<file path="src/rtl/branch_resolve_unit_if.sv">
// Execute-stage branch resolution bus: instruction/operands in, resolved outcome out,
// plus the fetch-side BHT lookup.
interface branch_resolve_unit_if #(
  parameter int unsigned XLEN      = 32,
  parameter int unsigned CNT_WIDTH = 32
);
  logic                 in_valid;
  logic                 stall;
  logic                 flush;
  logic [4:0]           opcode_in6to2;
  logic [2:0]           func3_in;
  logic [XLEN-1:0]      pc_in;
  logic [XLEN-1:0]      imm_in;
  logic [XLEN-1:0]      rs1_in;
  logic [XLEN-1:0]      rs2_in;
  logic                 pred_taken_in;
  logic [XLEN-1:0]      pred_target_in;
  logic [XLEN-1:0]      fetch_pc;
  logic                 fetch_pred_taken;
  logic                 out_valid;
  logic                 branchtaken_out;
  logic                 redirect_out;
  logic [XLEN-1:0]      redirect_pc;
  logic [XLEN-1:0]      link_out;
  logic                 illegal_out;
  logic [CNT_WIDTH-1:0] branch_cnt;
  logic [CNT_WIDTH-1:0] mispredict_cnt;

  modport master (
    output in_valid, stall, flush, opcode_in6to2, func3_in, pc_in, imm_in, rs1_in, rs2_in,
           pred_taken_in, pred_target_in, fetch_pc,
    input  fetch_pred_taken, out_valid, branchtaken_out, redirect_out, redirect_pc, link_out,
           illegal_out, branch_cnt, mispredict_cnt
  );

  modport slave (
    input  in_valid, stall, flush, opcode_in6to2, func3_in, pc_in, imm_in, rs1_in, rs2_in,
           pred_taken_in, pred_target_in, fetch_pc,
    output fetch_pred_taken, out_valid, branchtaken_out, redirect_out, redirect_pc, link_out,
           illegal_out, branch_cnt, mispredict_cnt
  );
endinterface

</file>
<file path="src/rtl/branch_resolve_unit.sv">
// Registered branch/jump resolution: evaluates conditions, detects mispredicts, and owns
// the 2-bit BHT read by fetch plus saturating branch/mispredict counters.
module branch_resolve_unit #(
  parameter int unsigned XLEN        = 32,
  parameter int unsigned BHT_ENTRIES = 64,
  parameter int unsigned CNT_WIDTH   = 32
) (
  input logic                  clk,
  input logic                  rst_n,
  branch_resolve_unit_if.slave bus
);
  localparam int unsigned IDX      = $clog2(BHT_ENTRIES);
  localparam logic [4:0]  OpBranch = 5'b11000;
  localparam logic [4:0]  OpJal    = 5'b11011;
  localparam logic [4:0]  OpJalr   = 5'b11001;

  logic                 is_branch, is_jal, is_jalr, illegal, legal_branch, cond;
  logic                 taken, redirect;
  logic [XLEN-1:0]      target, pc_plus4, jalr_sum;
  logic [IDX-1:0]       upd_idx;
  logic [1:0]           entry;

  logic                 valid_q, valid_d, taken_q, taken_d;
  logic                 redirect_q, redirect_d, illegal_q, illegal_d;
  logic [XLEN-1:0]      redirect_pc_q, redirect_pc_d, link_q, link_d;
  logic [CNT_WIDTH-1:0] branch_cnt_q, branch_cnt_d, mispredict_cnt_q, mispredict_cnt_d;
  logic [BHT_ENTRIES-1:0][1:0] bht_q, bht_d;

  logic unused_fetch;
  assign unused_fetch = ^{bus.fetch_pc[XLEN-1:IDX+2], bus.fetch_pc[1:0]};

  always_comb begin
    is_branch    = (bus.opcode_in6to2 == OpBranch);
    is_jal       = (bus.opcode_in6to2 == OpJal);
    is_jalr      = (bus.opcode_in6to2 == OpJalr);
    illegal      = is_branch && (bus.func3_in[2:1] == 2'b01);
    legal_branch = is_branch && !illegal;

    case (bus.func3_in)
      3'b000:  cond = (bus.rs1_in == bus.rs2_in);
      3'b001:  cond = (bus.rs1_in != bus.rs2_in);
      3'b100:  cond = ($signed(bus.rs1_in) < $signed(bus.rs2_in));
      3'b101:  cond = ($signed(bus.rs1_in) >= $signed(bus.rs2_in));
      3'b110:  cond = (bus.rs1_in < bus.rs2_in);
      3'b111:  cond = (bus.rs1_in >= bus.rs2_in);
      default: cond = 1'b0;
    endcase

    taken    = is_jal || is_jalr || (legal_branch && cond);
    pc_plus4 = bus.pc_in + XLEN'(4);
    jalr_sum = bus.rs1_in + bus.imm_in;
    target   = is_jalr ? {jalr_sum[XLEN-1:1], 1'b0} : (bus.pc_in + bus.imm_in);
    // Illegal branches are left to the trap path rather than redirected here.
    redirect = (legal_branch || is_jal || is_jalr) &&
               ((taken != bus.pred_taken_in) || (taken && (target != bus.pred_target_in)));
  end

  always_comb begin
    valid_d          = valid_q;
    taken_d          = taken_q;
    redirect_d       = redirect_q;
    illegal_d        = illegal_q;
    redirect_pc_d    = redirect_pc_q;
    link_d           = link_q;
    branch_cnt_d     = branch_cnt_q;
    mispredict_cnt_d = mispredict_cnt_q;
    bht_d            = bht_q;
    upd_idx          = bus.pc_in[IDX+1:2];
    entry            = bht_q[upd_idx];

    if (bus.flush) begin
      valid_d = 1'b0;
    end else if (!bus.stall) begin
      valid_d = bus.in_valid;
      if (bus.in_valid) begin
        taken_d       = taken;
        redirect_d    = redirect;
        illegal_d     = illegal;
        redirect_pc_d = taken ? target : pc_plus4;
        link_d        = (is_jal || is_jalr) ? pc_plus4 : '0;
        if (legal_branch) begin
          if (taken && entry != 2'b11) begin
            bht_d[upd_idx] = entry + 2'b01;
          end else if (!taken && entry != 2'b00) begin
            bht_d[upd_idx] = entry - 2'b01;
          end
          if (!(&branch_cnt_q)) branch_cnt_d = branch_cnt_q + CNT_WIDTH'(1);
        end
        if (redirect && !(&mispredict_cnt_q)) begin
          mispredict_cnt_d = mispredict_cnt_q + CNT_WIDTH'(1);
        end
      end
    end
  end

  always_ff @(posedge clk or negedge rst_n) begin
    if (!rst_n) begin
      valid_q          <= 1'b0;
      taken_q          <= 1'b0;
      redirect_q       <= 1'b0;
      illegal_q        <= 1'b0;
      redirect_pc_q    <= '0;
      link_q           <= '0;
      branch_cnt_q     <= '0;
      mispredict_cnt_q <= '0;
      bht_q            <= {BHT_ENTRIES{2'b01}};
    end else begin
      valid_q          <= valid_d;
      taken_q          <= taken_d;
      redirect_q       <= redirect_d;
      illegal_q        <= illegal_d;
      redirect_pc_q    <= redirect_pc_d;
      link_q           <= link_d;
      branch_cnt_q     <= branch_cnt_d;
      mispredict_cnt_q <= mispredict_cnt_d;
      bht_q            <= bht_d;
    end
  end

  assign bus.fetch_pred_taken = bht_q[bus.fetch_pc[IDX+1:2]][1];
  assign bus.out_valid        = valid_q;
  assign bus.branchtaken_out  = valid_q && taken_q;
  assign bus.redirect_out     = valid_q && redirect_q;
  assign bus.redirect_pc      = redirect_pc_q;
  assign bus.link_out         = link_q;
  assign bus.illegal_out      = illegal_q;
  assign bus.branch_cnt       = branch_cnt_q;
  assign bus.mispredict_cnt   = mispredict_cnt_q;
endmodule

</file>
<file path="src/flat_wrapper.sv">
// flat-port wrapper written by rule: the top's interface ports become plain ports
module branch_resolve_unit_flat 
#(
  parameter int unsigned XLEN        = 32,
  parameter int unsigned BHT_ENTRIES = 64,
  parameter int unsigned CNT_WIDTH   = 32
)
  (clk, rst_n, bus_in_valid, bus_stall, bus_flush, bus_opcode_in6to2, bus_func3_in, bus_pc_in, bus_imm_in, bus_rs1_in, bus_rs2_in, bus_pred_taken_in, bus_pred_target_in, bus_fetch_pc, bus_fetch_pred_taken, bus_out_valid, bus_branchtaken_out, bus_redirect_out, bus_redirect_pc, bus_link_out, bus_illegal_out, bus_branch_cnt, bus_mispredict_cnt);
  branch_resolve_unit_if #(.XLEN(XLEN), .CNT_WIDTH(CNT_WIDTH)) bus_i ();
  input logic clk;
  input logic rst_n;
  input wire logic [$bits(bus_i.in_valid)-1:0] bus_in_valid;
  input wire logic [$bits(bus_i.stall)-1:0] bus_stall;
  input wire logic [$bits(bus_i.flush)-1:0] bus_flush;
  input wire logic [$bits(bus_i.opcode_in6to2)-1:0] bus_opcode_in6to2;
  input wire logic [$bits(bus_i.func3_in)-1:0] bus_func3_in;
  input wire logic [$bits(bus_i.pc_in)-1:0] bus_pc_in;
  input wire logic [$bits(bus_i.imm_in)-1:0] bus_imm_in;
  input wire logic [$bits(bus_i.rs1_in)-1:0] bus_rs1_in;
  input wire logic [$bits(bus_i.rs2_in)-1:0] bus_rs2_in;
  input wire logic [$bits(bus_i.pred_taken_in)-1:0] bus_pred_taken_in;
  input wire logic [$bits(bus_i.pred_target_in)-1:0] bus_pred_target_in;
  input wire logic [$bits(bus_i.fetch_pc)-1:0] bus_fetch_pc;
  output wire logic [$bits(bus_i.fetch_pred_taken)-1:0] bus_fetch_pred_taken;
  output wire logic [$bits(bus_i.out_valid)-1:0] bus_out_valid;
  output wire logic [$bits(bus_i.branchtaken_out)-1:0] bus_branchtaken_out;
  output wire logic [$bits(bus_i.redirect_out)-1:0] bus_redirect_out;
  output wire logic [$bits(bus_i.redirect_pc)-1:0] bus_redirect_pc;
  output wire logic [$bits(bus_i.link_out)-1:0] bus_link_out;
  output wire logic [$bits(bus_i.illegal_out)-1:0] bus_illegal_out;
  output wire logic [$bits(bus_i.branch_cnt)-1:0] bus_branch_cnt;
  output wire logic [$bits(bus_i.mispredict_cnt)-1:0] bus_mispredict_cnt;
  assign bus_i.in_valid = bus_in_valid;
  assign bus_i.stall = bus_stall;
  assign bus_i.flush = bus_flush;
  assign bus_i.opcode_in6to2 = bus_opcode_in6to2;
  assign bus_i.func3_in = bus_func3_in;
  assign bus_i.pc_in = bus_pc_in;
  assign bus_i.imm_in = bus_imm_in;
  assign bus_i.rs1_in = bus_rs1_in;
  assign bus_i.rs2_in = bus_rs2_in;
  assign bus_i.pred_taken_in = bus_pred_taken_in;
  assign bus_i.pred_target_in = bus_pred_target_in;
  assign bus_i.fetch_pc = bus_fetch_pc;
  assign bus_fetch_pred_taken = bus_i.fetch_pred_taken;
  assign bus_out_valid = bus_i.out_valid;
  assign bus_branchtaken_out = bus_i.branchtaken_out;
  assign bus_redirect_out = bus_i.redirect_out;
  assign bus_redirect_pc = bus_i.redirect_pc;
  assign bus_link_out = bus_i.link_out;
  assign bus_illegal_out = bus_i.illegal_out;
  assign bus_branch_cnt = bus_i.branch_cnt;
  assign bus_mispredict_cnt = bus_i.mispredict_cnt;
  branch_resolve_unit #(.XLEN(XLEN), .BHT_ENTRIES(BHT_ENTRIES), .CNT_WIDTH(CNT_WIDTH)) u_core (.clk(clk), .rst_n(rst_n), .bus(bus_i));
endmodule
</file>
<file path="config.mk">
export PLATFORM = sky130hd
export DESIGN_NAME = branch_resolve_unit_flat
export DESIGN_NICKNAME = d
export VERILOG_FILES = /design/src/rtl/branch_resolve_unit_if.sv /design/src/rtl/branch_resolve_unit.sv /design/src/flat_wrapper.sv
export SDC_FILE = /design/constraint.sdc
export NUM_CORES = 1
export LEC_CHECK = 0
export CORE_MARGIN = 1
export CORE_UTILIZATION = 42
export DETAILED_ROUTE_END_ITERATION = 12
export GPL_ROUTABILITY_DRIVEN = 0
export PLACE_DENSITY = 0.66
export SYNTH_ARGS = -nofsm -noshare
export SYNTH_HDL_FRONTEND = slang
export SYNTH_SLANG_ARGS = --single-unit
</file>
<file path="constraint.sdc">
create_clock -name clk -period 5.4 [get_ports clk]
set_input_delay 1.35 -clock clk [delete_from_list [all_inputs] [get_ports clk]]
set_output_delay 1.35 -clock clk [all_outputs]
set_load 0.01 [all_outputs]
</file>
==> flow_metrics.tcl <==
set metrics [dict create \
    status "complete, no violations" \
    grt_pass1_wl_um 102300 \
    fin_crit_ns 5.348 \
    clock-sinks 260 \
    m1WireLength_um 27870 \
    syn_inst 2087 \
    fin_cells 3170 \
    clockBufferDepth 3 \
    num_rows 77 \
    route.met3.wl_um 4850 \
    path_clk_slew_ns 0.06 \
    timing.hold.ws_ns 0.4758 \
    cts_tree "built" \
    slew_headroom_pct 32.79 \
    post_cts_buffers 0 \
    placed_cells 3114 \
    crit_path_end_kind "output pin" \
    synth_top_family_by_area "simple AND/OR/NAND/NOR gates" \
    ant_nets 0 \
    yosysMostFrequentCell "nand2_1" \
    drtPass1Iterations 6 \
    yosysTopAreaCellShare_pct 26.06 \
    yosys.area.top_type "dfrtp_1" \
    finish.utilization_pct 56.96 \
    hp-class "flip-flop to flip-flop" \
    netlist_area_um2 18820 \
    syn-num-nets 2393 \
    synth_edf_count 0 \
    regToRegSetupSlack_ns 1.95 \
    drive_gt1_share_pct 20.49 \
    cp.required_ns 4.05 \
    grt_max_degree 128 \
    wl_met2_um 30880 \
    synth-simple-area-share_pct 18.44 \
    finalSetupViolCount 0 \
    ios 339 \
    synth_compound_area_share_pct 17.42 \
    grt_usage_pct 29.12 \
    skew_ns 0.02313 \
    fillers 3941 \
    total_power_uw 5752 \
    crit_fanout 8 \
    drt-initial-drc-count 1669 \
    multi_input_area_um2 11570 \
    wirelength_um 67340 \
    regArea_um2 6586 \
    cp.arrival_ns 4.00 \
    highest_layer "met4" \
    finalHoldViolations 0 \
    rsz0062_at_grt "false" \
    grt_antenna_before_repair 0 \
    avgViaCountPerCell 5.838 \
    synth.avg_cell_area_um2 9.020 \
    syn2layout_area_growth_pct 33.80 \
    max_cap_viol_count 0 \
    period_share_pct 99.03 \
    port_buffers 312 \
    drt-wirelength-per-cell_um 21.24 \
    grt-ovfl-total 0 \
    drc 0 \
    synth_xor_area_share_pct 7.664 \
    dieArea_um2 45670 \
    die_h_um 213.7 \
    synth_fa_ha_area_share_pct 6.726 \
    powerDensity_nw_per_um2 228.4 \
    cts_hold_buffers 0 \
    synth-seq-cells 260 \
    dr_total_vias 18510 \
    htree_levels 1 \
    ir_drop_uv 256.4 \
    timing.fmax_mhz 187.0 \
    synthMuxAreaShare_pct 11.05 \
    finalSetupTns_ns 0 \
    synthFlopType "dfrtp_1" \
    seq_area_frac_synth_pct 34.99 \
    nNetsFinal 2860 \
    drv_slew 0 \
    startpoint_type "input port" \
    power.leakage_uw 0.01101 \
    yosysWarningCount 0 \
    yosysUniqueCellTypes 86 \
    root_buffer "clkbuf_16" \
    grt_pass1_vias 18080 \
    async_flop_share_pct 100.0 \
    worst_slew_pin_slew_ns 1.008 \
    start_util_pct 42.57 \
    cts_buffers 29 \
    synth_area_leaders "dfrtp_1, dfstp_2, mux2_2, ha_1, nand2_1" \
    synth_common_cells "nand2_1, dfrtp_1, nor2_1, o21ai_0, mux2_2" \
    die_w_um 213.7 \
    coreArea_um2 44220 \
    dp_hpwl_um 52700 \
    path_class "input port to output pin" \
    insertion_delay_ns 0.57 \
]
logic make-up (layout without fill, tap and decap cells):
family,Yosys count,in the layout
flip-flops,260,260
AO/OA/AOI/OAI,501,501
XOR/XNOR,163,163
adder cells (fa/ha/maj),100,100
AND/OR/NAND/NOR,719,719
multiplexers,165,165
buffers and inverters,179,669
other,0,1
cell type report:
cell class | instances | area share (%)
Clock inverter | 17 | 0.9141
Antenna cell | 1 | 0.009935
Sequential cell | 260 | 26.15
Multi-Input combinational cell | 1648 | 45.93
Tap cell | 592 | 2.941
Clock buffer | 37 | 3.120
Timing Repair Buffer | 547 | 19.92
Inverter | 68 | 1.013
cell usage in the layout, fill, tap and decap left out, drive strengths merged, types with 19 or more instances in the layout:
cell	n
ha	98
clkbuf	37
xor2	75
and3	24
a22oi	49
nor2	191
o21ai	145
o211ai	24
dfstp	64
inv	70
clkdlybuf4s50	310
a21o	27
nand4	46
nor3	45
mux4	21
a21oi	109
nand2	212
mux2	133
xnor2	87
nand3	78
buf	235
and2	19
dfrtp	196
per-stage QoR:
| stage | area [µm²] | setup WS [ns] |
|---|---|---|
| finish | 25190 | 0.05241 |
| global route | 25180 | 0.006930 |
| CTS | 25170 | 0.0009015 |
| detailed placement | 24120 | -0.4344 |
| global placement | 24120 | -0.3258 |
| floorplan | 18820 | 0.2596 |
metal layers:
| metal | vias to the layer above | global-route usage, % |
|---|---|---|
| met3 | 183 | 4.979 |
| met1 | 8950 | 37.42 |
| met5 | - | 0 |
| li1 | 8573 | - |
| met4 | 0 | 14.95 |
| met2 | 800 | 47.10 |
critical path: stages:
cell and delay (ns):
clkdlybuf4s15_1 0.29, bufbuf_16 0.33, mux4_2 0.54, mux4_2 0.47, mux4_2 0.52, clkdlybuf4s50_1 0.50
path summary, 6_finish.rpt:
kind	depth (start not counted)	from	endpoint
max in group asynchronous	2	rst_n	u_core.bus.redirect_pc[0]
hold reg to reg	1	u_core.bus.redirect_pc[28]	u_core.bus.redirect_pc[28]
setup / recovery	6	bus_fetch_pc[2]	bus_fetch_pred_taken
setup reg to reg	11	u_core.bus.mispredict_cnt[3]	u_core.bus.mispredict_cnt[1]
hold / removal	1	u_core.bus.redirect_pc[28]	u_core.bus.redirect_pc[28]
min in group asynchronous	1	rst_n	u_core.bht_q[29]
where the power goes:
group	internal, µW	switching, µW	total, µW	leakage [µW]
Sequential	2010	48.3	2060	0.00330
Clock	1270	835	2110	0.000490
Combinational	739	850	1590	0.00722
Total	4020	1730	5750	0.0110
repair_timing:
item / 4_1_cts / 5_1_grt
endpoints found under the setup margin: 1 / 34
pin swaps: 0 / 1
resized for setup: 1 / 5
cloned: 1 / 0
No activity file was read; power rests on OpenSTA's default activity.
